`src/rtl/sum_bcd_display.sv`:
```
// Converts a 5-bit sum to two BCD digits with a sequential double-dabble FSM and scans them onto a 2-digit 7-segment display.
// Optional leading-zero blanking of the tens digit: define SUM_BCD_BLANK_EN.
module sum_bcd_display #(
  parameter int SCAN_DIV = 50000
) (
  input  logic       clk,
  input  logic       rst,
  input  logic [4:0] sum_in,
  output logic [6:0] seg,
  output logic [1:0] dig_sel,
  output logic [3:0] bcd_tens,
  output logic [3:0] bcd_ones,
  output logic       busy
);

  localparam int CW = (SCAN_DIV > 1) ? $clog2(SCAN_DIV) : 1;
  localparam logic [CW-1:0] SCAN_MAX = CW'(SCAN_DIV - 1);

  typedef enum logic [1:0] {IDLE, SHIFT, DONE} state_t;

  state_t        state_q;
  logic [4:0]    sum_q, last_conv_q;
  logic [12:0]   sr_q;
  logic [2:0]    it_q;
  logic [3:0]    bcd_tens_q, bcd_ones_q, bcd_tens_d, bcd_ones_d;
  logic [CW-1:0] scan_cnt_q;
  logic          digit_q, digit_d;
  logic [6:0]    seg_q, seg_d;
  logic [1:0]    dig_sel_q;

  function automatic logic [6:0] enc(input logic [3:0] v);
    case (v)
      4'd0: enc = 7'b1000000;
      4'd1: enc = 7'b1111001;
      4'd2: enc = 7'b0100100;
      4'd3: enc = 7'b0110000;
      4'd4: enc = 7'b0011001;
      4'd5: enc = 7'b0010010;
      4'd6: enc = 7'b0000010;
      4'd7: enc = 7'b1111000;
      4'd8: enc = 7'b0000000;
      4'd9: enc = 7'b0010000;
      default: enc = 7'b1111111;
    endcase
  endfunction

  // One double-dabble iteration: correct each BCD nibble, then shift left.
  function automatic logic [12:0] dd_step(input logic [12:0] s);
    logic [12:0] t;
    t = s;
    if (t[8:5] >= 4'd5)  t[8:5]  = t[8:5] + 4'd3;
    if (t[12:9] >= 4'd5) t[12:9] = t[12:9] + 4'd3;
    dd_step = {t[11:0], 1'b0};
  endfunction

  // Display path looks at next-state digits so seg tracks a new result on the same edge.
  always_comb begin
    bcd_tens_d = bcd_tens_q;
    bcd_ones_d = bcd_ones_q;
    if (state_q == DONE) begin
      bcd_tens_d = sr_q[12:9];
      bcd_ones_d = sr_q[8:5];
    end
    digit_d = digit_q ^ (scan_cnt_q == SCAN_MAX);
    seg_d   = enc(digit_d ? bcd_tens_d : bcd_ones_d);
`ifdef SUM_BCD_BLANK_EN
    if (digit_d && (bcd_tens_d == 4'd0)) seg_d = 7'b1111111;
`endif
  end

  always_ff @(posedge clk) begin
    if (rst) begin
      state_q     <= IDLE;
      sum_q       <= 5'd0;
      last_conv_q <= 5'd0;
      sr_q        <= 13'd0;
      it_q        <= 3'd0;
      bcd_tens_q  <= 4'd0;
      bcd_ones_q  <= 4'd0;
      scan_cnt_q  <= '0;
      digit_q     <= 1'b0;
      dig_sel_q   <= 2'b10;
      seg_q       <= 7'b1000000;
    end else begin
      sum_q      <= sum_in;
      bcd_tens_q <= bcd_tens_d;
      bcd_ones_q <= bcd_ones_d;
      case (state_q)
        IDLE: begin
          if (sum_q != last_conv_q) begin
            sr_q        <= {8'b0, sum_q};
            last_conv_q <= sum_q;
            it_q        <= 3'd0;
            state_q     <= SHIFT;
          end
        end
        SHIFT: begin
          sr_q <= dd_step(sr_q);
          it_q <= it_q + 3'd1;
          if (it_q == 3'd4) state_q <= DONE;
        end
        DONE:    state_q <= IDLE;
        default: state_q <= IDLE;
      endcase
      scan_cnt_q <= (scan_cnt_q == SCAN_MAX) ? '0 : scan_cnt_q + 1'b1;
      digit_q    <= digit_d;
      dig_sel_q  <= digit_d ? 2'b01 : 2'b10;
      seg_q      <= seg_d;
    end
  end

  assign busy     = (state_q != IDLE);
  assign bcd_tens = bcd_tens_q;
  assign bcd_ones = bcd_ones_q;
  assign seg      = seg_q;
  assign dig_sel  = dig_sel_q;

endmodule
```
`config.mk`:
```
export PLATFORM = sky130hd
export DESIGN_NAME = sum_bcd_display
export DESIGN_NICKNAME = d
export VERILOG_FILES = /design/src/rtl/sum_bcd_display.sv
export SDC_FILE = /design/constraint.sdc
export NUM_CORES = 1
export LEC_CHECK = 0
export ABC_CLOCK_PERIOD_IN_PS = 2300
export CORE_MARGIN = 1.5
export CORE_UTILIZATION = 51
export DETAILED_ROUTE_END_ITERATION = 7
export PLACE_DENSITY = 0.87
export SKIP_CTS_REPAIR_TIMING = 1
export SKIP_LAST_GASP = 1
export SLEW_MARGIN = 10
export SYNTH_ARGS = -nofsm -noshare
export SYNTH_HDL_FRONTEND = slang
export SYNTH_SLANG_ARGS = --single-unit
```
`constraint.sdc`:
```
create_clock -name clk -period 2.3 [get_ports clk]
set_input_delay 0.23 -clock clk [delete_from_list [all_inputs] [get_ports clk]]
set_output_delay 0.23 -clock clk [all_outputs]
set_load 0.01 [all_outputs]
```
Word level (Yosys, flattened, before mapping)
Memory sizes are Yosys's and may differ from the RTL's. A register that Yosys moved wholly into a read port is not among the register bits.
Index checks and enable logic that the tools add are counted.

cells by class
  $add $sub $neg = 4
  shift-type cells = 0
  order comparisons = 2
  reductions and logical operators = 7
  eq/ne operators = 7
  div/mod/pow operators = 0
  bitwise operators = 1
  muxes and demuxes = 13
  $mul = 0

operators by type and width
  cell                     number
  $pmux W13 S2             1
  $add A16 B1 Y16 const B  1
  $eq A16 B16 Y1 const B   1
  $mux W4                  4
  $mux W13                 1
  $ge A4 B3 Y1 const B     2
  $mux W2                  3
  $mux W3                  2
  $pmux W3 S2              1
  $reduce_and A2 Y1        3
  $ne A5 B5 Y1             1
  $add A4 B2 Y4 const B    1
  $ne A2 B2 Y1 const B     2
  $pmux W2 S2              1
  $reduce_bool A2 Y1       2
  $add A3 B1 Y3 const B    1
  $add A3 B2 Y3 const B    1
  $eq A3 B3 Y1 const B     1
  $eq A2 B1 Y1 const B     1
  $eq A2 B2 Y1 const B     1
  $logic_not A2 Y1         1
  $reduce_or A2 Y1         1
  $xor A1 B1 Y1            1

word-level totals
  memory bits (writable) = 0
  bits in latches = 0
  flip-flop bits (word level) = 55
  input port bits = 7
  memories kept = 1
  ROM bits = 112

memory list
  memory            depth  width  read ports  clocked after Yosys merged registers in  wr ports  RTL line  source
  (name not given)  16     7      1           1                                        0         32        case (v)

Longest topological paths before layout
Gate-level depths: netlist of run 1.

  depth in word-level cells = 3
  depth in mapped cells = 10
  mapped depth without buffers = 10

Worst setup path before layout of run 1
No wires, ideal clock.

  kind = register to register
  from = register scan_cnt_q[7]
  to = register seg_q[2] (netlist: seg[2])
  setup slack = -0.267 ns
  cell stages (with the launch flop) = 9
  clock period less this slack = 2.567 ns
  arrival = 2.496 ns
  buffers on the path = 0
  path through = dfxtp_1 > or4b_4 > nor4_4 > xnor2_2 > mux2_2 > inv_2 > ha_1 > or3b_1 > a21oi_1

on the way
  longest elaborated chain between the ends = 3

ends and longest elaborated chain
  item                    RTL line  source
  start, declared         26        logic [CW-1:0] scan_cnt_q;
  start signal, assigned  105       scan_cnt_q <= (scan_cnt_q == SCAN_MAX) ? '0 : scan_cnt_q + 1'b1;
  $eq A16 B16 Y1          64        digit_d = digit_q ^ (scan_cnt_q == SCAN_MAX);
  $xor A1 B1 Y1           64
  $mux W4                 65        seg_d = enc(digit_d ? bcd_tens_d : bcd_ones_d);
  end, declared           28        logic [6:0] seg_q, seg_d;

Every way passes these cells.
A chain may end at the register's enable or synchronous reset.

Worst setup path in the final report of run 1
  from = register scan_cnt_q[7]
  to = register seg_q[6] (netlist: seg[6])

The elaborated chain is that of the path after synthesis.

==> flow_metrics.env, run 1 <==
export IMPL_num_io_pins=25
export IMPL_pre_cts_slack_ps=-246
export IMPL_drtPass1Iterations=5
export IMPL_seq_area_um2=1220
export IMPL_cpMaxStageDelayCell="or4b_4"
export IMPL_yosysWarnings=0
export IMPL_wirelength_um=6410
export IMPL_timing_rr_end="seg[6]$_SDFF_PP1_"
export IMPL_utilization=0.696
export IMPL_grt_ovfl_total=0
export IMPL_vias=2424
export IMPL_min_period_ps=2620
export IMPL_start_util=0.535
export IMPL_cts_root_buf="clkbuf_8"
export IMPL_yosysUniqueCellTypes=45
export IMPL_place_congestion=0.898
export IMPL_diodes=0
export IMPL_final_setup_worst_slack_ps=-320
export IMPL_rsz0062_at_grt="yes"
export IMPL_hold_viol=0
export IMPL_status="finished, violations left"
export IMPL_num_fill_cells=355
export IMPL_power_mw=2.29
export IMPL_ff2ff_setup_slack_ps=-320
export IMPL_synth_seq_cells=61
export IMPL_cts_tree="yes"
export IMPL_async_flop_share=0
export IMPL_ys_seq_area_frac=0.442
export IMPL_endpoint="seg[6]$_SDFF_PP1_"
export IMPL_critPathLaunchType="register"
export IMPL_synth_cells=314
export IMPL_vdd_drop_max_mv=0.371
export IMPL_numCtsBuffers=9
export IMPL_setup_violations=7
export IMPL_clkTransAtPathRegs_ps=70
export IMPL_place_area_um2=3270
export IMPL_crit_arrival_ps=2840
export IMPL_htreeDepth=3
export IMPL_fmax_mhz=382
export IMPL_grt_pass1_wl_um=9570
export IMPL_wire_per_inst_um=14.4
export IMPL_die_x_um=76.6
export IMPL_crit_fanout=4
export IMPL_finalCritPeriodShare=1.14
export IMPL_cts_sinks=61
export IMPL_io_buffers=24
export IMPL_synth_fp_nets=333
export IMPL_drt_iter0_drc=172
export IMPL_slew_headroom=0.596
export IMPL_reg2reg_from="scan_cnt_q[7]$_SDFF_PP0_"
export IMPL_multi_input_area_um2=1490
export IMPL_r2r_cells=8
export IMPL_worst_slew_pin_slew_ps=604
export IMPL_final_nets=390
export IMPL_crit_type="reg -> reg"
export IMPL_power_density_nw_per_um2=635
export IMPL_path_cells="or4b_4 -> nor4_4 -> xnor2_2 -> mux4_2 -> ha_1 -> a211o_1 -> a21oi_1 -> o21ai_1"
export IMPL_synth_area_leader_cell="dfxtp_1"
export IMPL_p_leak_nw=1.40
export IMPL_synth_top_cell_area_share=0.442
export IMPL_crit_family="simple AND/OR/NAND/NOR gates"
export IMPL_grt_pass1_vias=2140
export IMPL_vias_per_cell=5.43
export IMPL_crit_buf_inv=0
export IMPL_cp_depth=8
export IMPL_synthesis_area_um2=2770
export IMPL_clock_latency_ps=340
export IMPL_syn_to_final_growth_pct=30.2
export IMPL_syn_avg_cell_area_um2=8.81
export IMPL_design_area_um2=3600
export IMPL_synth_common_cells="dfxtp_1, a21oi_1, nor2_1"
export IMPL_drive_above_1_share=0.199
export IMPL_clock_skew_ps=7.84
export IMPL_dp_hpwl_um=4060
export IMPL_antenna_found_initial=0
export IMPL_hold_path_class="in -> reg"
export IMPL_ys_top_cells_by_area="dfxtp_1, a21oi_1, ha_1"
export IMPL_end_kind="register"
export IMPL_drcViolationCount=0
export IMPL_cts_path_max_buffers=2
export IMPL_detail_route_antenna_nets=0
export IMPL_core_area_um2=5170
export IMPL_yosysMostFrequentCell="dfxtp_1"
export IMPL_synth_edff_count=0
export IMPL_cp_required_ps=2520
export IMPL_violations="setup timing"
export IMPL_dieArea_um2=5870
export IMPL_drv_cap=0
export IMPL_synthFlopType="dfxtp_1"
export IMPL_max_stage_delay_ps=550
export IMPL_rows=26
export IMPL_maxSlewViolCount=0
export IMPL_track_usage=0.209
export IMPL_critical_path_startpoint="scan_cnt_q[7]$_SDFF_PP0_"
export IMPL_grt_max_degree=26
export IMPL_die_height_um=76.6
-- worst min path at each step --
stage                                    start                    to  slack, ps  cells past startpoint
after CTS                            sum_in[0]   sum_q[0]$_SDFF_PP0_        430                      2
after global routing                 sum_in[3]   sum_q[3]$_SDFF_PP0_        450                      2
after floorplan                      sum_in[0]   sum_q[0]$_SDFF_PP0_        360                      1
after global placement    sr_q[3]$_SDFFE_PP0P_  sr_q[3]$_SDFFE_PP0P_        440                      2
final                                sum_in[0]   sum_q[0]$_SDFF_PP0_        430                      2
after detailed placement  sr_q[1]$_SDFFE_PP0P_  sr_q[1]$_SDFFE_PP0P_        450                      2
-- logic make-up after synthesis --
| family | after synthesis | synth area share |
|---|---|---|
| xor gates and xnor gates | 21 | 0.0692 |
| and+or+nand+nor | 116 | 0.209 |
| AOI/OAI and AO/OA | 63 | 0.129 |
| buffers and inverters | 30 | 0.0448 |
| muxes | 11 | 0.0516 |
| DFF | 61 | 0.442 |
| adders and majority gates | 12 | 0.0543 |
-- cell usage in the layout (no fill, tap or decap), types with 4 or more instances in the layout --
cell	n
nor3_1	8
nand2b_1	4
a21oi_1	35
or3_1	4
nand2_1	32
o21ai_0	8
a31oi_1	4
xor2_1	13
nor2_1	32
xnor2_1	7
ha_1	9
clkbuf_8	12
nand3_1	14
buf_4	34
inv_1	12
nor2b_1	6
clkdlybuf4s50_1	24
mux2i_1	5
a22oi_1	4
dfxtp_1	59
-- worst register-to-register path: cells and delay by family, from the launching register on --
| kind | cells | cell delay (ps) |
|---|---|---|
| XOR/XNOR | 1 | 180 |
| AO/OA/AOI/OAI | 3 | 510 |
| AND/OR/NAND/NOR | 2 | 840 |
| flip-flops | 1 | 320 |
| multiplexers | 1 | 410 |
| adder cells (fa/ha/maj) | 1 | 230 |
-- where the power goes --
group | total [mW] | internal, mW | leakage [nW] | switching [mW]
Sequential | 1.10 | 1.08 | 0.496 | 0.0203
Clock | 1.01 | 0.588 | 0.106 | 0.420
Combinational | 0.177 | 0.0697 | 0.795 | 0.107
-- metrics by stage --
stage               hold slack (ps)  TNS, ps  cells
floorplan                       358     -829    314
global placement                444     -642    424
detailed placement              448    -1220    424
CTS                             428    -1310    440
global route                    446    -1900    446
finish                          432    -1500    446
-- final cells by class --
class	instances	area share
inverters	16	0.0174
clock buffers	13	0.0469
well taps	70	0.0243
repair buffers	60	0.146
clock inverters	3	0.0118
multi-input cells	223	0.413
flip-flops and latches	61	0.340
-- registers in the layout, indices dropped and copies added (netlist names) --
signal	cells
bcd_ones	4
bcd_tens	4
dig_sel	2
it_q	3
last_conv_q	5
scan_cnt_q	16
seg	7
sr_q	13
state_q	2
sum_q	5
-- metal layers --
layer | track usage | wire length, µm
met1 | 0.271 | 2860
met2 | 0.321 | 3090
met3 | 0.0527 | 309
met4 | 0.113 | 143
met5 | 0 | 0
No activity file was read; power rests on OpenSTA's default activity.
==> inputs of run 2 (changes only) <==
Settings changed: ABC_CLOCK_PERIOD_IN_PS 2300 to default.
==> results of run 2 <==
Same layout as run 1: the final DEF is identical, and so are final timing and power.
==> inputs of run 3 (changes only) <==
Settings changed: GPL_TIMING_DRIVEN from default to 0.
==> run 3 against run 2 <==
Net effect:
- critical path depth rose by 1
- the run still ends with setup timing left
- sequential cell count did not move
- core utilization fell by 5.2 points
- highest routed layer unchanged
- largest cell class unchanged
- design area fell by 7.4%
==> flow_metrics.env, run 3 (synthesis results as in run 1) <==
export IMPL_track_usage=0.216
export IMPL_holdPathStages=2
export IMPL_power_mw=2.11
export IMPL_p_leak_nw=1.25
export IMPL_end_kind="register"
export IMPL_numCtsBuffers=9
export IMPL_die_x_um=76.6
export IMPL_dp_hpwl_um=4020
export IMPL_drtPass1Iterations=4
export IMPL_crit_arrival_ps=2980
export IMPL_pre_cts_slack_ps=-423
export IMPL_cpMaxStageDelayCell="or4b_4"
export IMPL_final_setup_worst_slack_ps=-401
export IMPL_io_buffers=23
export IMPL_power_density_nw_per_um2=634
export IMPL_setup_violations=7
export IMPL_final_cell_mix="dfxtp_1, a21oi_1, nor2_1, nand2_1, clkdlybuf4s50_1"
export IMPL_place_congestion=0.829
export IMPL_detail_route_antenna_nets=0
export IMPL_design_area_um2=3330
export IMPL_antenna_found_initial=0
export IMPL_final_nets=371
export IMPL_slew_headroom=0.649
export IMPL_vias=2367
export IMPL_hold_path_class="in -> reg"
export IMPL_die_height_um=76.6
export IMPL_cts_path_max_buffers=2
export IMPL_cp_required_ps=2580
export IMPL_reg2reg_from="scan_cnt_q[7]$_SDFF_PP0_"
export IMPL_ff2ff_setup_slack_ps=-400
export IMPL_timing_rr_end="seg[2]$_SDFF_PP0_"
export IMPL_grt_pass1_wl_um=9980
export IMPL_final_common_cell="dfxtp_1"
export IMPL_max_stage_delay_ps=550
export IMPL_path_cells="or4b_4 -> nor4_4 -> buf_4 -> xnor2_4 -> mux4_2 -> inv_2 -> ha_4 -> or3b_1 -> a21oi_2"
export IMPL_start_util=0.535
export IMPL_min_from="rst"
export IMPL_grt_pass1_vias=2195
export IMPL_cts_sinks=61
export IMPL_dieArea_um2=5870
export IMPL_rows=26
export IMPL_top_register="scan_cnt_q"
export IMPL_crit_fanout=6
export IMPL_clkTransAtPathRegs_ps=60
export IMPL_crit_family="simple AND/OR/NAND/NOR gates"
export IMPL_wirelength_um=6000
export IMPL_diodes=0
export IMPL_drive_above_1_share=0.104
export IMPL_drcViolationCount=0
export IMPL_utilization=0.644
export IMPL_critPathLaunchType="register"
export IMPL_crit_type="reg -> reg"
export IMPL_status="finished, violations left"
export IMPL_hold_end="sum_q[4]$_SDFF_PP0_"
export IMPL_num_io_pins=25
export IMPL_wire_per_inst_um=14.0
export IMPL_core_area_um2=5170
export IMPL_r2r_cells=9
export IMPL_vias_per_cell=5.54
export IMPL_fin_setup_tns_ps=-2380
export IMPL_drt_iter0_drc=142
export IMPL_syn_to_final_growth_pct=20.5
export IMPL_htreeDepth=3
export IMPL_largest_register_ffs=16
export IMPL_min_period_ps=2700
export IMPL_maxSlewViolCount=0
export IMPL_clock_latency_ps=350
export IMPL_worst_slew_pin_slew_ps=527
export IMPL_cts_tree="yes"
export IMPL_hold_viol=0
export IMPL_rsz0062_at_grt="yes"
export IMPL_cts_root_buf="clkbuf_8"
export IMPL_finalCritPeriodShare=1.17
export IMPL_fmax_mhz=370
export IMPL_grt_max_degree=11
export IMPL_place_area_um2=3100
export IMPL_violations="setup timing"
export IMPL_grt_ovfl_total=0
export IMPL_crit_buf_inv=2
export IMPL_vdd_drop_max_mv=0.293
export IMPL_drv_cap=0
export IMPL_clock_skew_ps=4.93
[run 3: changes by cell type in the layout (fill, tap and decap cells not counted), sizes merged]
cell,change
clkdlybuf4s50,-1
buf,-28
clkinvlp,-1
clkbuf,+12
bufinv,-1
[run 3: layout make-up]
| type | instances | area (µm²) |
|---|---|---|
| sequential | 61 | 1220 |
| buffer | 14 | 65.1 |
| timing repair buffer | 27 | 260 |
| tap | 70 | 87.6 |
| clock buffer | 15 | 166 |
| inverter | 16 | 60.1 |
| multi-input combinational | 223 | 1460 |
| clock inverter | 1 | 5.00 |
| fill | 386 | 1840 |
[run 3: per-stage QoR]
stage | hold slack (ps) | instances
floorplan | 358 | 314
global placement | 440 | 407
detailed placement | 449 | 407
CTS | 255 | 423
global route | 294 | 427
finish | 249 | 427
[run 3: report_power, final]
group	switching, mW	leakage [nW]	internal (mW)
Sequential	0.0232	0.497	1.08
Combinational	0.103	0.661	0.0565
Clock	0.395	0.0877	0.450
Total	0.522	1.25	1.59
[run 3: worst max-delay path by stage]
stage | from | end | slack (ps) | depth (start not counted)
final | scan_cnt_q[7]$_SDFF_PP0_ | seg[2]$_SDFF_PP0_ | -400 | 9
after CTS | scan_cnt_q[9]$_SDFF_PP0_ | seg[2]$_SDFF_PP0_ | -440 | 8
after floorplan | scan_cnt_q[9]$_SDFF_PP0_ | seg[2]$_SDFF_PP0_ | -210 | 8
after detailed placement | scan_cnt_q[5]$_SDFF_PP0_ | seg[2]$_SDFF_PP0_ | -420 | 8
after global placement | scan_cnt_q[9]$_SDFF_PP0_ | seg[6]$_SDFF_PP1_ | -360 | 8
after global routing | scan_cnt_q[7]$_SDFF_PP0_ | seg[6]$_SDFF_PP1_ | -490 | 9
[run 3: per-layer routing]
metal  up-vias  routed length [µm]  global-route usage
met2        77                2900               0.349
met1      1127                2660               0.274
met5         -                   0                   0
met4         0                 134               0.117
li1       1151                   -                   -
met3        12                 300              0.0395
==> RTL edit 1, RTL diff (flow settings as in run 3) <==
The option `SUM_BCD_BLANK_EN` is turned on by a define.
--- a/src/rtl/sum_bcd_display.sv
+++ b/src/rtl/sum_bcd_display.sv
@@ -2,2 +2,4 @@
 // Optional leading-zero blanking of the tens digit: define SUM_BCD_BLANK_EN.
+`define SUM_BCD_BLANK_EN
+
 module sum_bcd_display #(
Function: no difference found for any inputs over 10 cycles, from zero or initial values and one cycle with rst high; that may be too few to reach the edited logic, so the function may still have changed.
==> RTL edit 1 against run 3 <==
- worst setup slack better by 430 ps
- total power is 1.2% lower
- wire length is 0.57% lower
- final area is 4.3% higher
- synthesized area is 4.0% higher
- critical endpoint is now seg[4]$_SDFF_PP0_
- sequential cell count stayed put
- hold slack worse by 140 ps
- global-route usage is 1.0 points lower
==> RTL edit 1: results <==
[run_status]
status = "completed"

[setup_path]
crit_fanout = 6
r2r_cells = 10
arrival_ps = 2540

[clock_network]
numCtsBuffers = 9
clock_path_buffers = 2
cts_max_level = 3
clkTransAtPathRegs_ps = 70

[drt]
drtPass1Iterations = 4
wirelength_um = 5960
drtIter0Drc = 130
via_per_inst = 5.36

[layout]
largest_reg_flops = 16
fin_nets = 378
drive_gt1_frac = 0.165

[synth]
yosysWarnings = 0
synth_nets = 336
ys_seq_area_frac = 0.425
synthTopCellsByArea = "dfxtp_1 42%, a21oi_1 5.9%, ha_1 5.2%"
async_flop_share = 0
ys_types = 53
synth_commonest_cells = "61 x dfxtp_1, 35 x nor2_1, 34 x a21oi_1, 33 x nand2_1, 16 x nand3_1"

[timing]
max_slew_margin = 0.654
skew_ps = 8.67

[placed_design]
finalWeightedCongestion = 0.900
pre_cts_slack_ps = -227
hpwl_um = 3910
dpl-instance-area_um2 = 3220

[power]
p_leak_nw = 1.36
irDropWorstVdd_v = 0.000354

[grt]
grt_max_degree = 11
antenna_found_initial = 0
grt_pass1_vias = 2155
grt_use_total = 0.206
grt_pass1_wl_um = 9760
==> RTL edit 1: cell types whose count changed after synthesis, moves of 3 or more <==
cell,delta
clkbuf_1,-5
a31oi_1,-3
and3_2,+3
inv_1,-3
o22ai_1,+3
xnor2_1,+3
==> RTL edit 1: per-layer routing <==
metal,up-vias,GRT usage,routed length [µm]
met4,0,0.0893,97
met5,-,0,0
met3,11,0.0628,236
met2,57,0.336,2900
li1,1165,-,-
met1,1097,0.251,2730
==> RTL edit 1: metrics by stage <==
stage	cells	hold WS, ps
2_1_floorplan	317	358
3_3_place_gp	412	423
6_report	435	108
3_5_place_dp	412	436
5_1_grt	435	102
4_1_cts	427	96.1
==> RTL edit 1: power breakdown <==
group | internal (mW) | switching (mW)
clock | 0.410 | 0.416
sequential | 1.08 | 0.0218
combinational | 0.0583 | 0.0977
total | 1.55 | 0.535
==> RTL edit 1: final timing paths <==
path | startpoint | endpoint | slack (ps)
worst max-delay path | scan_cnt_q[11]$_SDFF_PP0_ | seg[4]$_SDFF_PP0_ | 30
worst min-delay path | rst | sum_q[4]$_SDFF_PP0_ | 110
worst max register to register | scan_cnt_q[11]$_SDFF_PP0_ | seg[4]$_SDFF_PP0_ | 30
worst min register to register | scan_cnt_q[0]$_SDFF_PP0_ | scan_cnt_q[0]$_SDFF_PP0_ | 440
==> RTL edit 1: kinds of logic after synthesis <==
group | count (synthesis) | share of synthesized area
compound gates | 61 | 0.122
xor+xnor | 22 | 0.0735
mux | 14 | 0.0635
buf+inv | 28 | 0.0539
fa+ha+maj | 12 | 0.0522
simple gates | 119 | 0.210
flops | 61 | 0.425
==> RTL edit 1: layout make-up <==
cell class / count / area, µm²
Timing Repair Buffer: 32 / 298
Sequential cell: 61 / 1230
Clock inverter: 4 / 25.0
Multi-Input combinational cell: 228 / 1540
Buffer: 14 / 101
Tap cell: 72 / 90.1
Inverter: 13 / 48.8
Clock buffer: 11 / 141
Fill cell: 445 / 2000
==> RTL edit 1: worst max-delay path, stage by stage, from the launching register on <==
cell	delay (ps)
dfxtp_4	360
nor4b_4	320
nand4_4	170
xor2_4	190
buf_6	140
mux2_4	340
ha_4	190
a21o_1	170
a21oi_2	140
a21oi_1	70
a21oi_2	110
==> RTL edit 2, RTL diff (settings of run 3) <==
Without the edit above. Register the output `seg` once more, with the module's reset; this adds one clock of latency there. The other outputs are not delayed to match.
--- a/src/rtl/sum_bcd_display.sv
+++ b/src/rtl/sum_bcd_display.sv
@@ -114,3 +114,9 @@
   assign bcd_ones = bcd_ones_q;
-  assign seg      = seg_q;
+  always_ff @(posedge clk) begin
+    if (rst) begin
+      seg <= '0;
+    end else begin
+      seg <= seg_q;
+    end
+  end
   assign dig_sel  = dig_sel_q;
Function: changed (a bounded check fails within 4 cycles, from zero or initial values and one cycle with rst high).
==> RTL edit 2 against run 3 <==
- the flow still finishes with violations (negative setup slack)
- total power grew 13%
- sequential cell count is 7 higher
- clock power rose by 18%
- final area rose by 9.6%
- core utilization up 1.5 points
- synthesized area is 7.0% higher
- non-clock buffer count grew 8
- worst setup slack better by 310 ps
- final cell count up 4.4%
- wire length up 5.4%
- hold slack improved by 190 ps
- die area grew 6.7%
- combinational power is 7% higher
- critical endpoint is now seg_q[4]$_SDFF_PP0_
==> RTL edit 2: results <==
[run_status]
violations = "negative setup slack"
status = "finished with violations"

[setup_path]
slowest_delay_ps = 370
reg2reg_to = "seg_q[4]$_SDFF_PP0_"
critPathSlowestCell = "mux2_4"
r2r_cells = 10
r2r_start = "scan_cnt_q[1]$_SDFF_PP0_"

[power]
p_leak_nw = 1.39
p_comb_frac = 0.072
p_int_mw = 1.83
p_clk_mw = 0.994
finalPower_mw = 2.40

[grt]
grt_max_degree = 12
use_met2 = 0.303
met3_usage = 0.0586
grt_use_total = 0.203
grt_pass1_vias = 2140
use_met1 = 0.270
grt_pass1_wl_um = 9840

[synth]
synthTopCellsByArea = "dfxtp_1 46%, a21oi_1 5.8%, ha_1 5.1%"
synth_nets = 342
ys_seq_area_frac = 0.460
synthCells = 323
synth_commonest_cells = "68 x dfxtp_1, 34 x a21oi_1, 33 x nor2_1, 30 x nand2_1, 14 x inv_1"

[drt]
via_per_inst = 5.34
met3_wirelength_um = 276
wl_met2_um = 3040
wl_per_cell_um = 14.2
wl_met1_um = 2890
drtIter0Drc = 220

[timing]
max_slew_margin = 0.658
finalSetupViolations = 6
layout_setup_ws_ps = -92.1
skew_ps = 7.01
fin_tns_setup_ps = -328

[layout]
fin_nets = 388
num-fill-cells = 431
multi_input_area_um2 = 1530

[placed_design]
hpwl_um = 4100
dpl-instance-area_um2 = 3300
pre_cts_slack_ps = -182
portBuffers = 24

[min_path]
min_from = "sum_in[4]"

[clock_network]
cts_num_sinks = 68
[RTL edit 2: worst reg2reg max path, cell delays in order, from the launching register on]
cell and delay [ps]:
dfxtp_2 360, ha_4 140, and3_4 210, and4_4 260, xnor2_4 170, mux2_4 370
buf_4 150, ha_1 220, inv_1 110, mux2i_1 90, a221oi_2 230
[RTL edit 2: worst max-delay path by stage]
stage | slack [ps] | cells past startpoint | end | startpoint
after detailed placement | -180 | 9 | seg_q[2]$_SDFF_PP0_ | scan_cnt_q[0]$_SDFF_PP0_
final | -90 | 10 | seg_q[4]$_SDFF_PP0_ | scan_cnt_q[1]$_SDFF_PP0_
after CTS | -200 | 9 | seg_q[2]$_SDFF_PP0_ | scan_cnt_q[0]$_SDFF_PP0_
after global placement | -140 | 9 | seg_q[6]$_SDFF_PP1_ | scan_cnt_q[0]$_SDFF_PP0_
after floorplan | 10 | 9 | seg_q[2]$_SDFF_PP0_ | scan_cnt_q[0]$_SDFF_PP0_
after global routing | -120 | 10 | seg_q[4]$_SDFF_PP0_ | scan_cnt_q[0]$_SDFF_PP0_
[RTL edit 2: layout make-up]
| cell class | count | area share |
|---|---|---|
| multi-input combinational | 226 | 0.420 |
| sequential | 68 | 0.374 |
| timing repair buffer | 35 | 0.0884 |
| clock buffer | 12 | 0.0425 |
| tap | 72 | 0.0247 |
| buffer | 14 | 0.0209 |
| inverter | 15 | 0.0164 |
| clock inverter | 4 | 0.0130 |
[RTL edit 2: cells by family after synthesis]
kind of cell / synth area share
AOI/OAI and AO/OA: 0.121
xor gates and xnor gates: 0.0715
adders and majority gates: 0.0507
buffers and inverters: 0.0435
DFF: 0.460
muxes: 0.0490
and+or+nand+nor: 0.205
